## src/rtl/mem_arbiter.sv

```systemverilog
// Purpose : two-requester (fetch / data) arbiter onto one shared memory port, round-robin on contention.
// Latency : request seen in IDLE -> mem_req next cycle -> done/err registered one cycle after mem_ready/timeout.
// Backpressure: requesters hold req until done/err; memory stalls via mem_ready, bounded by TIMEOUT.
module mem_arbiter #(
  parameter int TIMEOUT = 16  // legal range 1..31, fits the 5-bit wait counter
) (
  input  logic        clk,
  input  logic        reset,
  // instruction-fetch requester
  input  logic        if_req,
  input  logic [31:0] if_addr,
  output logic [31:0] if_rdata,
  output logic        if_done,
  output logic        if_err,
  // data requester
  input  logic        d_req,
  input  logic        d_we,
  input  logic [31:0] d_addr,
  input  logic [31:0] d_wdata,
  output logic [31:0] d_rdata,
  output logic        d_done,
  output logic        d_err,
  // shared memory port
  output logic        mem_req,
  output logic        mem_we,
  output logic [31:0] mem_addr,
  output logic [31:0] mem_wdata,
  input  logic [31:0] mem_rdata,
  input  logic        mem_ready
);

  localparam logic [1:0] S_IDLE    = 2'd0;
  localparam logic [1:0] S_BUSY_IF = 2'd1;
  localparam logic [1:0] S_BUSY_D  = 2'd2;

  // Abort fires in the BUSY cycle whose stall would take the count to TIMEOUT.
  localparam logic [4:0] CNT_LAST = 5'(TIMEOUT - 1);

  logic [1:0] state;
  logic [1:0] state_nxt;
  logic [4:0] wait_cnt;
  logic       last_d;       // 1 = most recent grant went to the data requester
  logic       if_elig;
  logic       d_elig;
  logic       busy;
  logic       timeout_hit;
  logic       finish;

  // A requester whose done/err is showing this cycle has not yet had a chance
  // to drop req, so it must not be granted again off the stale request.
  assign if_elig     = if_req && !if_done && !if_err;
  assign d_elig      = d_req  && !d_done  && !d_err;
  assign busy        = (state == S_BUSY_IF) || (state == S_BUSY_D);
  assign timeout_hit = busy && !mem_ready && (wait_cnt == CNT_LAST);
  assign finish      = busy && (mem_ready || timeout_hit);

  // Next-state: arbitrate in IDLE, leave BUSY on completion or abort.
  always_comb begin
    state_nxt = state;
    case (state)
      S_IDLE: begin
        if (d_elig && (!if_elig || !last_d)) begin
          state_nxt = S_BUSY_D;
        end else if (if_elig) begin
          state_nxt = S_BUSY_IF;
        end
      end
      S_BUSY_IF, S_BUSY_D: begin
        if (finish) begin
          state_nxt = S_IDLE;
        end
      end
      default: state_nxt = S_IDLE;
    endcase
  end

  // Memory port drive: decoded from state only, address/data passed from the granted requester.
  always_comb begin
    mem_req   = 1'b0;
    mem_we    = 1'b0;
    mem_addr  = 32'd0;
    mem_wdata = 32'd0;
    case (state)
      S_BUSY_IF: begin
        mem_req  = 1'b1;
        mem_addr = if_addr;
      end
      S_BUSY_D: begin
        mem_req   = 1'b1;
        mem_we    = d_we;
        mem_addr  = d_addr;
        mem_wdata = d_wdata;
      end
      default: begin
        mem_req = 1'b0;
      end
    endcase
  end

  // State register and round-robin history; history moves at grant time.
  always_ff @(posedge clk) begin
    if (reset) begin
      state  <= S_IDLE;
      last_d <= 1'b0;
    end else begin
      state <= state_nxt;
      if (state == S_IDLE && state_nxt == S_BUSY_D) begin
        last_d <= 1'b1;
      end else if (state == S_IDLE && state_nxt == S_BUSY_IF) begin
        last_d <= 1'b0;
      end
    end
  end

  // Wait counter: zero on BUSY entry, counts stalled BUSY cycles.
  always_ff @(posedge clk) begin
    if (reset) begin
      wait_cnt <= 5'd0;
    end else if (!busy || finish) begin
      wait_cnt <= 5'd0;
    end else begin
      wait_cnt <= wait_cnt + 5'd1;
    end
  end

  // Completion pulses: one cycle each; success takes priority over abort.
  always_ff @(posedge clk) begin
    if (reset) begin
      if_done <= 1'b0;
      if_err  <= 1'b0;
      d_done  <= 1'b0;
      d_err   <= 1'b0;
    end else begin
      if_done <= (state == S_BUSY_IF) && mem_ready;
      if_err  <= (state == S_BUSY_IF) && timeout_hit;
      d_done  <= (state == S_BUSY_D)  && mem_ready;
      d_err   <= (state == S_BUSY_D)  && timeout_hit;
    end
  end

  // Read data capture: fetches and loads only; stores and aborts leave data untouched.
  always_ff @(posedge clk) begin
    if (reset) begin
      if_rdata <= 32'd0;
      d_rdata  <= 32'd0;
    end else begin
      if (state == S_BUSY_IF && mem_ready) begin
        if_rdata <= mem_rdata;
      end
      if (state == S_BUSY_D && mem_ready && !d_we) begin
        d_rdata <= mem_rdata;
      end
    end
  end

endmodule

```

## config.mk

```make
export PLATFORM = sky130hd
export DESIGN_NAME = mem_arbiter
export DESIGN_NICKNAME = d
export VERILOG_FILES = /design/src/rtl/mem_arbiter.sv
export SDC_FILE = /design/constraint.sdc
export NUM_CORES = 1
export LEC_CHECK = 0
export CELL_PAD_IN_SITES_DETAIL_PLACEMENT = 1
export CELL_PAD_IN_SITES_GLOBAL_PLACEMENT = 2
export CORE_ASPECT_RATIO = 1.5
export CORE_UTILIZATION = 30
export CTS_CLUSTER_SIZE = 28
export DETAILED_ROUTE_END_ITERATION = 6
export DONT_BUFFER_PORTS = 1
export PLACE_DENSITY = 0.8
export SLEW_MARGIN = 10
export SYNTH_ARGS = -nofsm -noshare
export SYNTH_HDL_FRONTEND = slang
export SYNTH_SLANG_ARGS = --single-unit
```

## constraint.sdc

```tcl
create_clock -name clk -period 2.1 [get_ports clk]
set_clock_uncertainty 0.1 [all_clocks]
set_input_delay 0.63 -clock clk [delete_from_list [all_inputs] [get_ports clk]]
set_output_delay 0.63 -clock clk [all_outputs]
set_load 0.1 [all_outputs]
```

==> results of run 1 <==
## metal layers
metal  track usage [%]  wire length (um)  vias up
li1                  -                 -     1704
met1             22.77              4912     1759
met2             42.03              7597      184
met3             9.410              1368       22
met4             8.871               335        0
met5                 0                 0        -
## worst paths after layout
check,end,slack [ps],cells past startpoint,start
worst max-delay path,mem_addr[27],-310,6,state[0]
worst min-delay path,d_rdata[12],260,1,reset
worst max register to register,last_d,140,8,state[0]
worst min register to register,d_rdata[23],350,2,d_rdata[23]
## worst reg2reg max path, cell delays in order, from the launching register on
cell and delay, ps:
sky130_fd_sc_hd__dfxtp_4 380, sky130_fd_sc_hd__inv_4 50, sky130_fd_sc_hd__buf_6 110, sky130_fd_sc_hd__ha_4 310, sky130_fd_sc_hd__buf_6 150, sky130_fd_sc_hd__nor3b_4 250, sky130_fd_sc_hd__a22oi_2 100, sky130_fd_sc_hd__a2111oi_2 300
sky130_fd_sc_hd__o2bb2ai_1 110
## metrics by stage
stage | hold slack, ps | instances | instance area (um2) | TNS, ps | utilization [%]
final | 263.8 | 709 | 5934 | -15760 | 53.11
after global routing | 253.2 | 709 | 5934 | -19690 | 53.11
after CTS | 254.6 | 704 | 5801 | -16250 | 51.91
after detailed placement | 344.2 | 685 | 5255 | -258.1 | 47.03
after global placement | 328.2 | 685 | 5255 | -85.13 | 47.03
after floorplan | 317.6 | 453 | 3865 | -8324 | -
## cells in the final DEF, fill, tap and decap left out, types with 5 or more instances in the layout
| cell type | Yosys | layout |
|---|---|---|
| sky130_fd_sc_hd__nand2_1 | 131 | 131 |
| sky130_fd_sc_hd__buf_4 | 0 | 81 |
| sky130_fd_sc_hd__dfxtp_1 | 76 | 74 |
| sky130_fd_sc_hd__a21oi_1 | 65 | 65 |
| sky130_fd_sc_hd__buf_12 | 0 | 40 |
| sky130_fd_sc_hd__and2_4 | 0 | 33 |
| sky130_fd_sc_hd__nor2b_4 | 0 | 32 |
| sky130_fd_sc_hd__a22oi_2 | 1 | 23 |
| sky130_fd_sc_hd__clkbuf_16 | 0 | 12 |
| sky130_fd_sc_hd__a22oi_1 | 32 | 10 |
| sky130_fd_sc_hd__nor2_1 | 9 | 8 |
| sky130_fd_sc_hd__buf_6 | 0 | 5 |
## flip-flops by register name, indices dropped and copies added (netlist names)
register,count
d_rdata,32
if_rdata,32
wait_cnt,5
state,2
d_done,1
d_err,1
if_done,1
if_err,1
last_d,1
## cell families after synthesis
family	after synthesis	synth area share [%]
AOI/OAI and AO/OA	107	18.68
xor gates and xnor gates	2	0.5021
adders and majority gates	6	2.151
buffers and inverters	42	4.984
DFF	76	43.60
and+or+nand+nor	220	30.08
## where the power goes
part / internal [mW] / switching [mW] / total, mW / leakage [nW]
Combinational: 0.891 / 1.73 / 2.62 / 1.44
Sequential: 1.50 / 0.0326 / 1.53 / 0.616
Clock: 1.10 / 0.572 / 1.67 / 0.162
## area by class of cell
| class | instances | area, um2 | area share, % |
|---|---|---|---|
| Sequential cell | 76 | 1529 | 25.76 |
| Clock inverter | 4 | 71.32 | 1.202 |
| Multi-Input combinational cell | 335 | 2278 | 38.39 |
| Inverter | 5 | 23.77 | 0.4006 |
| Timing Repair Buffer | 131 | 1595 | 26.88 |
| Tap cell | 147 | 183.9 | 3.099 |
| Clock buffer | 11 | 252.7 | 4.259 |
## what timing repair did
item,4_1_cts,5_1_grt
hold endpoints to repair,0,0
gates cloned,2,4
hold buffers,0,0
pin swaps,8,4
gates resized for setup,34,8
setup endpoints to repair,67,67
setup buffers,2,1
==> impl_metrics.sql, run 1 <==
INSERT INTO impl_metrics (metric_group, metric, value, unit) VALUES
('outcome', 'run_status', 'complete, but fails checks', ''),
('outcome', 'violations', 'setup timing', ''),
('grt', 'grtUsageTotal', '22.87', '%'),
('synthesis', 'avgSynthCellArea', '7.703', 'um2'),
('timing', 'grt_setup_unrepaired', 'true', ''),
('die', 'row_count', '47', ''),
('finish', 'area_delta_synth_final', '70.06', '%'),
('routing', 'detail_route.vias_per_cell', '5.175', ''),
('timing', 'final-setup-viol-count', '66', ''),
('finish', 'final_layout_size_suffix_gt1_share', '43.95', '%'),
('setup_path', 'timing_worst_setup_path_type', 'reg -> out', ''),
('clock_network', 'tritoncts', 'built', ''),
('routing', 'final_antenna_net_count', '0', ''),
('die', 'start_util', '31.23', '%'),
('pwr', 'fin_total_pwr', '5.819', 'mW'),
('timing', 'period_minus_slack', '2406', 'ps'),
('die', 'die_w', '90.06', 'um'),
('setup_path', 'critPathTopFamily', 'buffers and inverters', ''),
('place', 'place_worst_setup_slack', '-124.1', 'ps'),
('setup_path', 'crit_path_top_delay_cell', 'sky130_fd_sc_hd__dfxtp_4', ''),
('synthesis', 'synth_area_leader_cell', 'sky130_fd_sc_hd__dfxtp_1', ''),
('finish', 'num-nets-final', '698', ''),
('grt', 'maximum_number_of_pins_on_one_net_before_global_route_repair', '72', ''),
('setup_path', 'worstPathArrival', '1680', 'ps'),
('grt', 'initial_antenna_violation_count', '0', ''),
('setup_path', 'startpoint_type', 'flop', ''),
('timing', 'final_critical_path_setup_slack', '-306.5', 'ps'),
('place', 'dp.final_hpwl', '10.46', 'mm'),
('synthesis', 'synth_enable_flop_cells', '0', ''),
('setup_path', 'critical_path_buf_inv_count', '4', ''),
('flow_run', 'maxCapViolCount', '0', ''),
('synthesis', 'ys_warn_count', '0', ''),
('synthesis', 'ys_seq_elements', '76', ''),
('grt', 'grt_pass1_vias', '3889', ''),
('synthesis', 'synth_area', '3490', 'um2'),
('timing', 'final_report_max_slew_violation_count', '0', ''),
('routing', 'dr_drc_count', '0', ''),
('pwr', 'power_leakage', '2.222', 'nW'),
('clock_network', 'cts.path.max_buffers', '2', ''),
('synthesis', 'post-synth-top-count-cell', 'sky130_fd_sc_hd__nand2_1', ''),
('synthesis', 'post_synth_inst_count', '453', ''),
('synthesis', 'yosysUniqueCellTypes', '32', ''),
('die', 'core_outline_area', '11170', 'um2'),
('setup_path', 'crit_path_largest_cell_delay', '380', 'ps'),
('clock_network', 'htreeDepth', '3', ''),
('timing', 'hold_violations', '0', ''),
('clock_network', 'ctsRootBufferMaster', 'sky130_fd_sc_hd__clkbuf_16', ''),
('routing', 'drtPass1Iterations', '4', ''),
('die', 'die_height', '134.1', 'um'),
('routing', 'via_count', '3669', ''),
('die', 'ioPinCount', '268', ''),
('setup_path', 'crit_path_cell_trace', 'inv_4 > buf_6 > ha_4 > buf_12 > nor2b_4 > buf_12', ''),
('synthesis', 'post_synth_most_frequent_cells', '131 x sky130_fd_sc_hd__nand2_1, 76 x sky130_fd_sc_hd__dfxtp_1, 65 x sky130_fd_sc_hd__a21oi_1', ''),
('grt', 'wire_length_of_the_first_global_routing_pass', '21.23', 'mm'),
('synthesis', 'seq_area_frac_synth', '43.60', '%'),
('pwr', 'vdd.ir_drop.worst', '0.6197', 'mV'),
('synthesis', 'most_used_flip_flop_cell_after_synthesis', 'sky130_fd_sc_hd__dfxtp_1', ''),
('place', 'place_congestion', '0.8202', ''),
('pwr', 'power.density', '980.6', 'nW/um2'),
('clock_network', 'cts_sinks', '76', ''),
('timing', 'timing.slew.headroom', '74.22', '%'),
('setup_path', 'critPathMaxFanout', '16', ''),
('routing', 'route.detailed.wl_per_inst', '20.05', 'um'),
('place', 'portBuffers', '0', ''),
('clock_network', 'clock_input_transition_at_the_sequential_cells_of_the_worst_setup_and_hold_paths', '60', 'ps'),
('clock_network', 'worst_skew_pair.late_latency', '330', 'ps'),
('synthesis', 'netlist.area_leader.share', '43.60', '%'),
('grt', 'gr-total-overflow', '0', ''),
('finish', 'fillers', '1227', ''),
('setup_path', 'worstPathRequired', '1370', 'ps'),
('synthesis', 'synth.top_cells.by_area', 'sky130_fd_sc_hd__dfxtp_1 44%, sky130_fd_sc_hd__nand2_1 14%, sky130_fd_sc_hd__a21oi_1 9.3%', '');
No activity file was read; power rests on OpenSTA's default activity.
==> run 2, diff against run 1 <==
--- a/config.mk
+++ b/config.mk
@@ -8,11 +8,13 @@
 export CELL_PAD_IN_SITES_DETAIL_PLACEMENT = 1
 export CELL_PAD_IN_SITES_GLOBAL_PLACEMENT = 2
 export CORE_ASPECT_RATIO = 1.5
+export CORE_MARGIN = 5
 export CORE_UTILIZATION = 30
 export CTS_CLUSTER_SIZE = 28
 export DETAILED_ROUTE_END_ITERATION = 6
 export DONT_BUFFER_PORTS = 1
 export PLACE_DENSITY = 0.8
+export REMOVE_ABC_BUFFERS = 1
 export SLEW_MARGIN = 10
 export SYNTH_ARGS = -nofsm -noshare
 export SYNTH_HDL_FRONTEND = slang
==> impl_metrics.sql, run 2 (synthesized netlist as in run 1, its figures left out) <==
INSERT INTO impl_metrics (metric_group, metric, value, unit) VALUES
('outcome', 'run_status', 'complete, but fails checks', ''),
('outcome', 'violations', 'setup timing', ''),
('clock_network', 'tritoncts', 'built', ''),
('timing', 'period_minus_slack', '2422', 'ps'),
('timing', 'worstMarginPinSlew', '322.1', 'ps'),
('place', 'place_worst_setup_slack', '-112.7', 'ps'),
('grt', 'initial_antenna_violation_count', '0', ''),
('die', 'ioPinCount', '268', ''),
('routing', 'drtPass1Iterations', '4', ''),
('finish', 'diodes', '0', ''),
('pwr', 'fin_total_pwr', '6.208', 'mW'),
('finish', 'area_delta_synth_final', '91.14', '%'),
('setup_path', 'worstPathRequired', '1370', 'ps'),
('finish', 'layout_common_cells', '131 x sky130_fd_sc_hd__nand2_1, 78 x sky130_fd_sc_hd__buf_4, 77 x sky130_fd_sc_hd__buf_12, 74 x sky130_fd_sc_hd__dfxtp_1, 65 x sky130_fd_sc_hd__a21oi_1', ''),
('grt', 'gr-total-overflow', '0', ''),
('setup_path', 'crit_path_cell_trace', 'inv_4 > ha_4 > clkbuf_16 > buf_12 > and2_4 > buf_12', ''),
('timing', 'grt_setup_unrepaired', 'true', ''),
('setup_path', 'critical_path_buf_inv_count', '4', ''),
('routing', 'dr_drc_count', '0', ''),
('clock_network', 'htreeDepth', '3', ''),
('finish', 'final_core_util', '58.15', '%'),
('clock_network', 'cts-buffers-inserted', '9', ''),
('clock_network', 'ctsRootBufferMaster', 'sky130_fd_sc_hd__clkbuf_16', ''),
('finish', 'final_layout_size_suffix_gt1_share', '48.40', '%'),
('pwr', 'comb_power_share', '48.2', '%'),
('setup_path', 'critPathTopFamily', 'buffers and inverters', ''),
('timing', 'fmax', '413.0', 'MHz'),
('clock_network', 'clock_input_transition_at_the_sequential_cells_of_the_worst_setup_and_hold_paths', '60', 'ps'),
('flow_run', 'maxCapViolCount', '0', ''),
('timing', 'hold_violations', '0', ''),
('timing', 'final_critical_path_setup_slack', '-321.5', 'ps'),
('place', 'portBuffers', '0', ''),
('pwr', 'power_leakage', '2.500', 'nW'),
('routing', 'final_antenna_net_count', '0', ''),
('routing', 'wl', '18.56', 'mm'),
('setup_path', 'crit_path_top_cell_by_count', 'sky130_fd_sc_hd__buf_12', ''),
('die', 'row_count', '48', ''),
('grt', 'grt_pass1_vias', '4312', ''),
('die', 'die-area', '13930', 'um2'),
('timing', 'final.period_utilization', '115.3', '%'),
('setup_path', 'crit_path_largest_cell_delay', '370', 'ps'),
('timing', 'final_report_max_slew_violation_count', '0', ''),
('pwr', 'power.density', '930.7', 'nW/um2'),
('pwr', 'power.switching_fraction', '40.06', '%'),
('pwr', 'clock_power_share', '27.1', '%'),
('pwr', 'vdd.ir_drop.worst', '0.5875', 'mV'),
('pwr', 'p_switching', '2.487', 'mW'),
('grt', 'maximum_number_of_pins_on_one_net_before_global_route_repair', '72', ''),
('die', 'core_outline_area', '11470', 'um2'),
('pwr', 'p_int', '3.721', 'mW'),
('setup_path', 'worstPathArrival', '1690', 'ps'),
('finish', 'num-nets-final', '730', ''),
('setup_path', 'crit_path_top_delay_cell', 'sky130_fd_sc_hd__dfxtp_4', ''),
('finish', 'multiInputGateArea', '2308', 'um2'),
('setup_path', 'timing_worst_setup_path_type', 'reg -> out', ''),
('routing', 'drtIter0Drc', '134', ''),
('finish', 'largest_registers', 'd_rdata x32, if_rdata x32, wait_cnt x5', ''),
('min_path', 'worst_hold_path_type', 'in -> reg', ''),
('timing', 'final-setup-viol-count', '66', ''),
('setup_path', 'startpoint_type', 'flop', ''),
('place', 'place_congestion', '0.8029', ''),
('routing', 'via_count', '3882', ''),
('routing', 'route.detailed.wl_per_inst', '24.91', 'um'),
('place', 'dp.final_hpwl', '12.58', 'mm'),
('clock_network', 'worst_skew_pair.late_latency', '320', 'ps'),
('finish', 'layout.cells.most_common', 'sky130_fd_sc_hd__nand2_1', ''),
('timing', 'timing.slew.headroom', '78.53', '%'),
('clock_network', 'cts_sinks', '76', ''),
('setup_path', 'critPathMaxFanout', '7', ''),
('finish', 'final-seq-area', '1529', 'um2'),
('grt', 'grtUsageTotal', '25.25', '%'),
('clock_network', 'cts.path.max_buffers', '2', ''),
('die', 'die_w', '98.06', 'um'),
('die', 'start_util', '30.42', '%'),
('pwr', 'power.share.sequential', '24.7', '%'),
('die', 'die_height', '142.1', 'um'),
('setup_path', 'crit_path_end_kind', 'output pin', ''),
('finish', 'fillers', '1216', ''),
('routing', 'detail_route.vias_per_cell', '5.211', ''),
('grt', 'wire_length_of_the_first_global_routing_pass', '26.94', 'mm');
==> run 2: cell count changes in the layout (fill, tap and decap cells not counted), moves of 2 or more <==
cell | previous run | this run
sky130_fd_sc_hd__buf_12 | 40 | 77
sky130_fd_sc_hd__a22oi_1 | 10 | 1
sky130_fd_sc_hd__a22oi_2 | 23 | 32
sky130_fd_sc_hd__buf_4 | 81 | 78
sky130_fd_sc_hd__buf_6 | 5 | 2
sky130_fd_sc_hd__nor2b_2 | 0 | 3
sky130_fd_sc_hd__nor2b_4 | 32 | 29
sky130_fd_sc_hd__clkinvlp_4 | 0 | 2
==> run 2: cell type report <==
type | instances | area share [%]
clock inverter | 5 | 1.257
inverter | 5 | 0.3564
timing repair buffer | 163 | 34.40
tap | 150 | 2.814
sequential | 76 | 22.92
clock buffer | 11 | 3.639
multi-input combinational | 335 | 34.61
==> run 2: what timing repair did <==
item,in CTS,in global routing
endpoints found under the setup margin,67,67
gates cloned,5,4
setup buffers,2,6
gates resized for setup,105,22
hold buffers,0,0
pin swaps,4,4
==> run 2: per-stage QoR <==
step	setup TNS (ps)	instance area [um2]	hold slack, ps	cells
floorplan	-129940	3334	317.6	416
global placement	-20.25	5654	325.7	720
detailed placement	-1793	5654	354.3	720
CTS	-16970	6550	255.2	743
global route	-20600	6670	247.3	745
finish	-17420	6670	265.6	745
==> run 2: final timing paths <==
check / start / end / slack [ps] / cells past startpoint
worst max-delay path: state[0] / mem_wdata[12] / -320 / 6
worst min-delay path: reset / if_rdata[27] / 270 / 1
worst max register to register: state[0] / last_d / 90 / 8
worst min register to register: if_rdata[24] / if_rdata[24] / 360 / 2
==> run 2: power groups by stage <==
stage	clock (mW)	combinational (mW)	sequential (mW)
6_report	1.68	2.99	1.53
5_1_grt	1.79	3.08	1.54
4_1_cts	1.71	2.91	1.53
2_1_floorplan	0	1.23	1.88
3_3_place_gp	0	2.40	1.55
3_5_place_dp	0	2.46	1.56
==> run 2: metal layers <==
layer / part of all wire [%] / vias to the layer above / routed length, um / GRT usage [%]
met1: 33 / 1888 / 6103 / 25.39
met5: 0 / - / 0 / 0
met2: 54 / 206 / 9981 / 47.92
met4: 2.6 / 0 / 474 / 7.294
met3: 11 / 25 / 1998 / 9.662
li1: - / 1763 / - / -
==> run 2: worst reg2reg max path, cell delays in order (launching register included) <==
cell and delay (ps):
sky130_fd_sc_hd__dfxtp_4 380, sky130_fd_sc_hd__inv_4 50, sky130_fd_sc_hd__ha_4 330, sky130_fd_sc_hd__buf_8 140, sky130_fd_sc_hd__buf_4 120, sky130_fd_sc_hd__nor3b_4 260
sky130_fd_sc_hd__a22oi_2 110, sky130_fd_sc_hd__a2111oi_2 300, sky130_fd_sc_hd__o2bb2ai_1 90
==> run 3, diff against run 2 <==
--- a/config.mk
+++ b/config.mk
@@ -9,13 +9,12 @@
 export CELL_PAD_IN_SITES_GLOBAL_PLACEMENT = 2
 export CORE_ASPECT_RATIO = 1.5
 export CORE_MARGIN = 5
-export CORE_UTILIZATION = 30
+export CORE_UTILIZATION = 28
 export CTS_CLUSTER_SIZE = 28
 export DETAILED_ROUTE_END_ITERATION = 6
 export DONT_BUFFER_PORTS = 1
-export PLACE_DENSITY = 0.8
+export PLACE_DENSITY = 0.78
 export REMOVE_ABC_BUFFERS = 1
-export SLEW_MARGIN = 10
 export SYNTH_ARGS = -nofsm -noshare
 export SYNTH_HDL_FRONTEND = slang
 export SYNTH_SLANG_ARGS = --single-unit
==> constraint.sdc (replaced) <==
create_clock -name clk -period 2.18 [get_ports clk]
set_clock_uncertainty 0.1 [all_clocks]
set_input_delay 0.654 -clock clk [delete_from_list [all_inputs] [get_ports clk]]
set_output_delay 0.654 -clock clk [all_outputs]
set_load 0.1 [all_outputs]
==> impl_metrics.sql, run 3 (synthesized netlist as in run 1, its figures left out) <==
INSERT INTO impl_metrics (metric_group, metric, value, unit) VALUES
('timing', 'timing.slew.headroom', '71.80', '%'),
('clock_network', 'tritoncts', 'built', ''),
('finish', 'final_cells', '749', ''),
('setup_path', 'critPathMaxFanout', '11', ''),
('setup_path', 'ff2ff_setup_slack', '150', 'ps'),
('pwr', 'vdd.ir_drop.worst', '0.5143', 'mV'),
('routing', 'detail_route.vias_per_cell', '5.084', ''),
('pwr', 'power.switching_fraction', '40.54', '%'),
('timing', 'worst_hold_slack', '283.1', 'ps'),
('grt', 'initial_antenna_violation_count', '1', ''),
('routing', 'via_count', '3808', ''),
('timing', 'final_report_max_slew_violation_count', '0', ''),
('grt', 'wire_length_of_the_first_global_routing_pass', '26.40', 'mm'),
('timing', 'worstMarginPinSlew', '423.0', 'ps'),
('setup_path', 'timing.reg2reg.worst_path_depth', '7', ''),
('setup_path', 'startpoint_type', 'flop', ''),
('die', 'row_count', '50', ''),
('grt', 'maximum_number_of_pins_on_one_net_before_global_route_repair', '72', ''),
('routing', 'route.detailed.wl_per_inst', '23.93', 'um'),
('grt', 'grt_pass1_vias', '4274', ''),
('finish', 'fillers', '1334', ''),
('finish', 'area_delta_synth_final', '90.32', '%'),
('pwr', 'power.density', '913.6', 'nW/um2'),
('place', 'portBuffers', '0', ''),
('timing', 'final.period_utilization', '115.5', '%'),
('timing', 'period_minus_slack', '2518', 'ps'),
('pwr', 'comb_power_share', '48.7', '%'),
('place', 'place_congestion', '0.7676', ''),
('setup_path', 'cp-startpoint', 'state[0]', ''),
('clock_network', 'htreeDepth', '3', ''),
('clock_network', 'clock_input_transition_at_the_sequential_cells_of_the_worst_setup_and_hold_paths', '60', 'ps'),
('die', 'start_util', '28.17', '%'),
('die', 'die-area', '14840', 'um2'),
('pwr', 'power.share.sequential', '24.4', '%'),
('routing', 'drtIter0Drc', '124', ''),
('timing', 'hold_violations', '0', ''),
('pwr', 'power_leakage', '2.495', 'nW'),
('die', 'core_outline_area', '12390', 'um2'),
('clock_network', 'ctsRootBufferMaster', 'sky130_fd_sc_hd__clkbuf_16', ''),
('setup_path', 'worstPathRequired', '1430', 'ps'),
('pwr', 'p_int', '3.608', 'mW'),
('timing', 'final-setup-viol-count', '66', ''),
('place', 'placedCellCount', '717', ''),
('die', 'ioPinCount', '268', ''),
('clock_network', 'cts-buffers-inserted', '9', ''),
('clock_network', 'worst_skew_pair.late_latency', '330', 'ps'),
('grt', 'grtUsageTotal', '23.69', '%'),
('flow_run', 'maxCapViolCount', '0', ''),
('die', 'die_height', '146.7', 'um'),
('pwr', 'p_switching', '2.460', 'mW'),
('finish', 'final-seq-area', '1529', 'um2'),
('finish', 'layout_common_cells', '131 x sky130_fd_sc_hd__nand2_1, 75 x sky130_fd_sc_hd__buf_12, 75 x sky130_fd_sc_hd__buf_4, 74 x sky130_fd_sc_hd__dfxtp_1, 65 x sky130_fd_sc_hd__a21oi_1', ''),
('finish', 'final_core_util', '53.62', '%'),
('setup_path', 'crit_path_end_kind', 'output pin', ''),
('outcome', 'violations', 'setup timing', ''),
('min_path', 'worstHoldStart', 'reset', ''),
('setup_path', 'critical_path.reg2reg.startpoint', 'wait_cnt[0]', ''),
('finish', 'num-nets-final', '727', ''),
('timing', 'grt_setup_unrepaired', 'true', ''),
('place', 'dp.final_hpwl', '12.71', 'mm'),
('finish', 'final_layout_size_suffix_gt1_share', '45.78', '%'),
('pwr', 'clock_power_share', '26.9', '%'),
('min_path', 'timing.hold.worst_path_depth', '1', ''),
('finish', 'multiInputGateArea', '2261', 'um2'),
('grt', 'gr-total-overflow', '0', ''),
('timing', 'totalNegativeSetupSlack', '-15120', 'ps'),
('timing', 'final_critical_path_setup_slack', '-338.5', 'ps'),
('finish', 'largest_registers', 'd_rdata x32, if_rdata x32, wait_cnt x5', ''),
('timing', 'fmax', '397.1', 'MHz'),
('clock_network', 'cts.path.max_buffers', '2', ''),
('routing', 'final_antenna_net_count', '0', ''),
('finish', 'layout.cells.most_common', 'sky130_fd_sc_hd__nand2_1', ''),
('min_path', 'worst_hold_path_type', 'in -> reg', ''),
('clock_network', 'cts_sinks', '76', ''),
('routing', 'dr_drc_count', '0', ''),
('setup_path', 'timing_worst_setup_path_type', 'reg -> out', ''),
('routing', 'wl', '17.92', 'mm'),
('setup_path', 'worstPathArrival', '1760', 'ps'),
('outcome', 'run_status', 'complete, but fails checks', ''),
('routing', 'drtPass1Iterations', '4', ''),
('die', 'die_w', '101.2', 'um');
-- run 3: final cells by class --
cell class                 instances  area share, %
timing repair buffer             160          34.70
sequential                        76          23.02
antenna                            1        0.03768
clock inverter                     6          1.451
multi-input combinational        335          34.04
tap                              156          2.939
clock buffer                      10          3.448
inverter                           5         0.3580
-- run 3: metrics by stage --
step                setup slack [ps]  cell area, um2  power (mW)
floorplan                      -1655            3334       2.996
global placement              -143.7            5582       3.813
detailed placement            -145.6            5582       3.862
CTS                           -287.0            6573       6.078
global route                  -370.4            6641       6.274
finish                        -338.5            6641       6.068
-- run 3: power by group through the flow --
stage	logic [mW]	clock network, mW	registers [mW]
6_report	2.96	1.63	1.48
3_3_place_gp	2.32	0	1.50
5_1_grt	3.05	1.74	1.48
4_1_cts	2.92	1.69	1.48
3_5_place_dp	2.36	0	1.50
2_1_floorplan	1.18	0	1.82
-- run 3: worst paths after layout --
kind	end
max	mem_addr[1]
min	if_rdata[29]
max reg2reg	last_d
min reg2reg	d_rdata[1]
-- run 3: worst max-delay path, stage by stage, from the launching register on --
cell and delay [ps]:
sky130_fd_sc_hd__dfxtp_4 390, sky130_fd_sc_hd__inv_4 60, sky130_fd_sc_hd__ha_4 180, sky130_fd_sc_hd__buf_12 150, sky130_fd_sc_hd__a22oi_2 370, sky130_fd_sc_hd__nor2b_4 100, sky130_fd_sc_hd__buf_12 180
-- run 3: metal layers --
metal / vias up / global-route usage, % / part of all wire (%)
met4: 0 / 6.853 / 2.4
met1: 1799 / 25.42 / 34
met3: 26 / 10.21 / 13
met2: 222 / 41.58 / 51
met5: - / 0 / 0
li1: 1761 / - / -
-- run 3: timing repair --
item                       in CTS  in global routing
hold buffers                    0                  0
setup buffers                   6                  2
setup endpoints to repair      66                 67
pin swaps                      15                  4
gates resized for setup       100                  9
gates cloned                    7                  1
==> variant, RTL diff (settings of run 1) <==
Reset style: asynchronous (`reset`), changed in 4 clocked blocks.
--- a/src/rtl/mem_arbiter.sv
+++ b/src/rtl/mem_arbiter.sv
@@ -100,3 +100,3 @@
   // State register and round-robin history; history moves at grant time.
-  always_ff @(posedge clk) begin
+  always_ff @(posedge clk or posedge reset) begin
     if (reset) begin
@@ -115,3 +115,3 @@
   // Wait counter: zero on BUSY entry, counts stalled BUSY cycles.
-  always_ff @(posedge clk) begin
+  always_ff @(posedge clk or posedge reset) begin
     if (reset) begin
@@ -126,3 +126,3 @@
   // Completion pulses: one cycle each; success takes priority over abort.
-  always_ff @(posedge clk) begin
+  always_ff @(posedge clk or posedge reset) begin
     if (reset) begin
@@ -141,3 +141,3 @@
   // Read data capture: fetches and loads only; stores and aborts leave data untouched.
-  always_ff @(posedge clk) begin
+  always_ff @(posedge clk or posedge reset) begin
     if (reset) begin
Behaviour: differs if reset is asserted again (counterexample within 4 cycles, from zero or initial values and one cycle with reset high); with reset held inactive, the same outputs for 10 cycles.
==> variant against run 1 <==
The run still ends with negative setup slack left; worst hold slack worse by 0.13 ns; wire length shrank 3.4%; count of clock-buffer cells in the layout shrank 2; non-clock buffer count shrank 51; sequential cell count stayed put; first-iteration DRC count is 31% lower; worst setup slack got worse by 0.067 ns; final area increased by 1.3%; maximum frequency is 2.7% lower; area after synthesis is 6.2% higher; via count fell by 23%; critical endpoint is now mem_wdata[8].
Power is not shown: default switching activity piles up to over one toggle a cycle in this logic, so the estimate is an artifact.
==> variant: results (changes against run 1) <==
metric;value;unit;change
status;complete, but fails checks;;
crit_start;state[0];;
setup_viol;66;;unchanged
synth_common_cells;dfrtp_1 (76), and2_1 (35), mux2_2 (33), nor2b_1 (33), a22oi_1 (32);;
async_flop_share;100;%;+100 points
dpl_worst_slack;-0.0992;ns;+0.0249 ns
wl_per_cell;25.6;um;+28%
inverters;7;;+2
synth.yosys.seq_area_share;51.3;%;+7.7 points
failed_checks;negative setup slack;;
multi_input_area;2220;um2;-2.5%
synthFlopType;dfrtp_1;;
netlist_top_cells_area;dfrtp_1 (51%), mux2_2 (10%), mux2_1 (9.4%);;
tap_cells;153;;+4.1%
grt_antenna_before_repair;1;;+1
layout.nonclk_buf_share;21.9;%;-5.0 points
grt_max_degree;34;;-53%
hpwlAfterDp;9.77;mm;-6.5%
clock_buffers;9;;-2
fillCellCount;1168;;-4.8%
antennaDiodeCount;1;;+1
drt_iter0_drc;36;;-31%
grt_pass1_vias;3246;;-17%
path_max_fanout;6;;-10
clkCellAreaFrac;5.68;%;+0.22 points
relSlewSlack;36.5;%;-38 points
via_count;2813;;-23%
avgSynthCellArea;12.1;um2;+57%
num-multi-input-gates;203;;-39%
final-seq-area;1900;um2;+25%
grt_pass1_wl;19.7;mm;-7.3%
gp_congestion;0.754;;-8.0%
final_cell_count_no_fill;536;;-24%
grt_use_total;20.9;%;-2.0 points
setup_ws;-0.373;ns;-0.0668 ns
syn_nets;447;;-25%
critPathArrivalTime;1.74;ns;+0.06 ns
[variant: final timing paths]
check	slack, ns	to	cells past startpoint
max	-0.37	mem_wdata[8]	6
max reg2reg	0.02	last_d	7
max in group asynchronous	1.22	state[0]	2
min reg2reg	0.47	wait_cnt[3]	2
min in group clk	0.33	d_rdata[2]	1
min	0.14	if_rdata[5]	1
[variant: metal layers]
metal	routed length, um	share of wire (%)	up-vias	track usage, %
met5	0	0	-	0
met4	324	2.4	0	5.67
met3	1800	13	21	11.1
met2	7410	54	201	38.4
met1	4200	31	1380	19.7
li1	-	-	1211	-
[variant: logic make-up (layout without fill, tap and decap cells)]
kind of cell	after synthesis	after routing	share of synthesized area, %
AND/OR/NAND/NOR	90	90	15.1
flip-flops	76	76	51.3
multiplexers	64	64	19.4
AO/OA/AOI/OAI	41	41	8.47
buffers and inverters	28	103	3.24
adder cells (fa/ha/maj)	6	6	2.02
XOR/XNOR	2	2	0.473
other	0	1	0
[variant: metrics by stage]
step                      setup TNS (ns)  hold slack [ns]
after floorplan                   -10.35            0.331
after global placement            -0.840            0.341
after detailed placement           -3.12            0.364
after CTS                         -21.44            0.140
after global routing              -24.34            0.179
final                             -20.22            0.137
[variant: worst max-delay path, stage by stage, from the launching register on]
cell       delay (ns)
dfrtp_2          0.45
inv_4            0.09
ha_4             0.17
buf_8            0.13
buf_12           0.12
clkbuf_16        0.13
and2_4           0.32
[variant: repair_timing]
| item | CTS | global route |
|---|---|---|
| endpoints found under the setup margin | 67 | 99 |
| pin swaps | 22 | 17 |
| gates cloned | 4 | 5 |
| setup buffers | 10 | 7 |
| gates resized for setup | 53 | 6 |
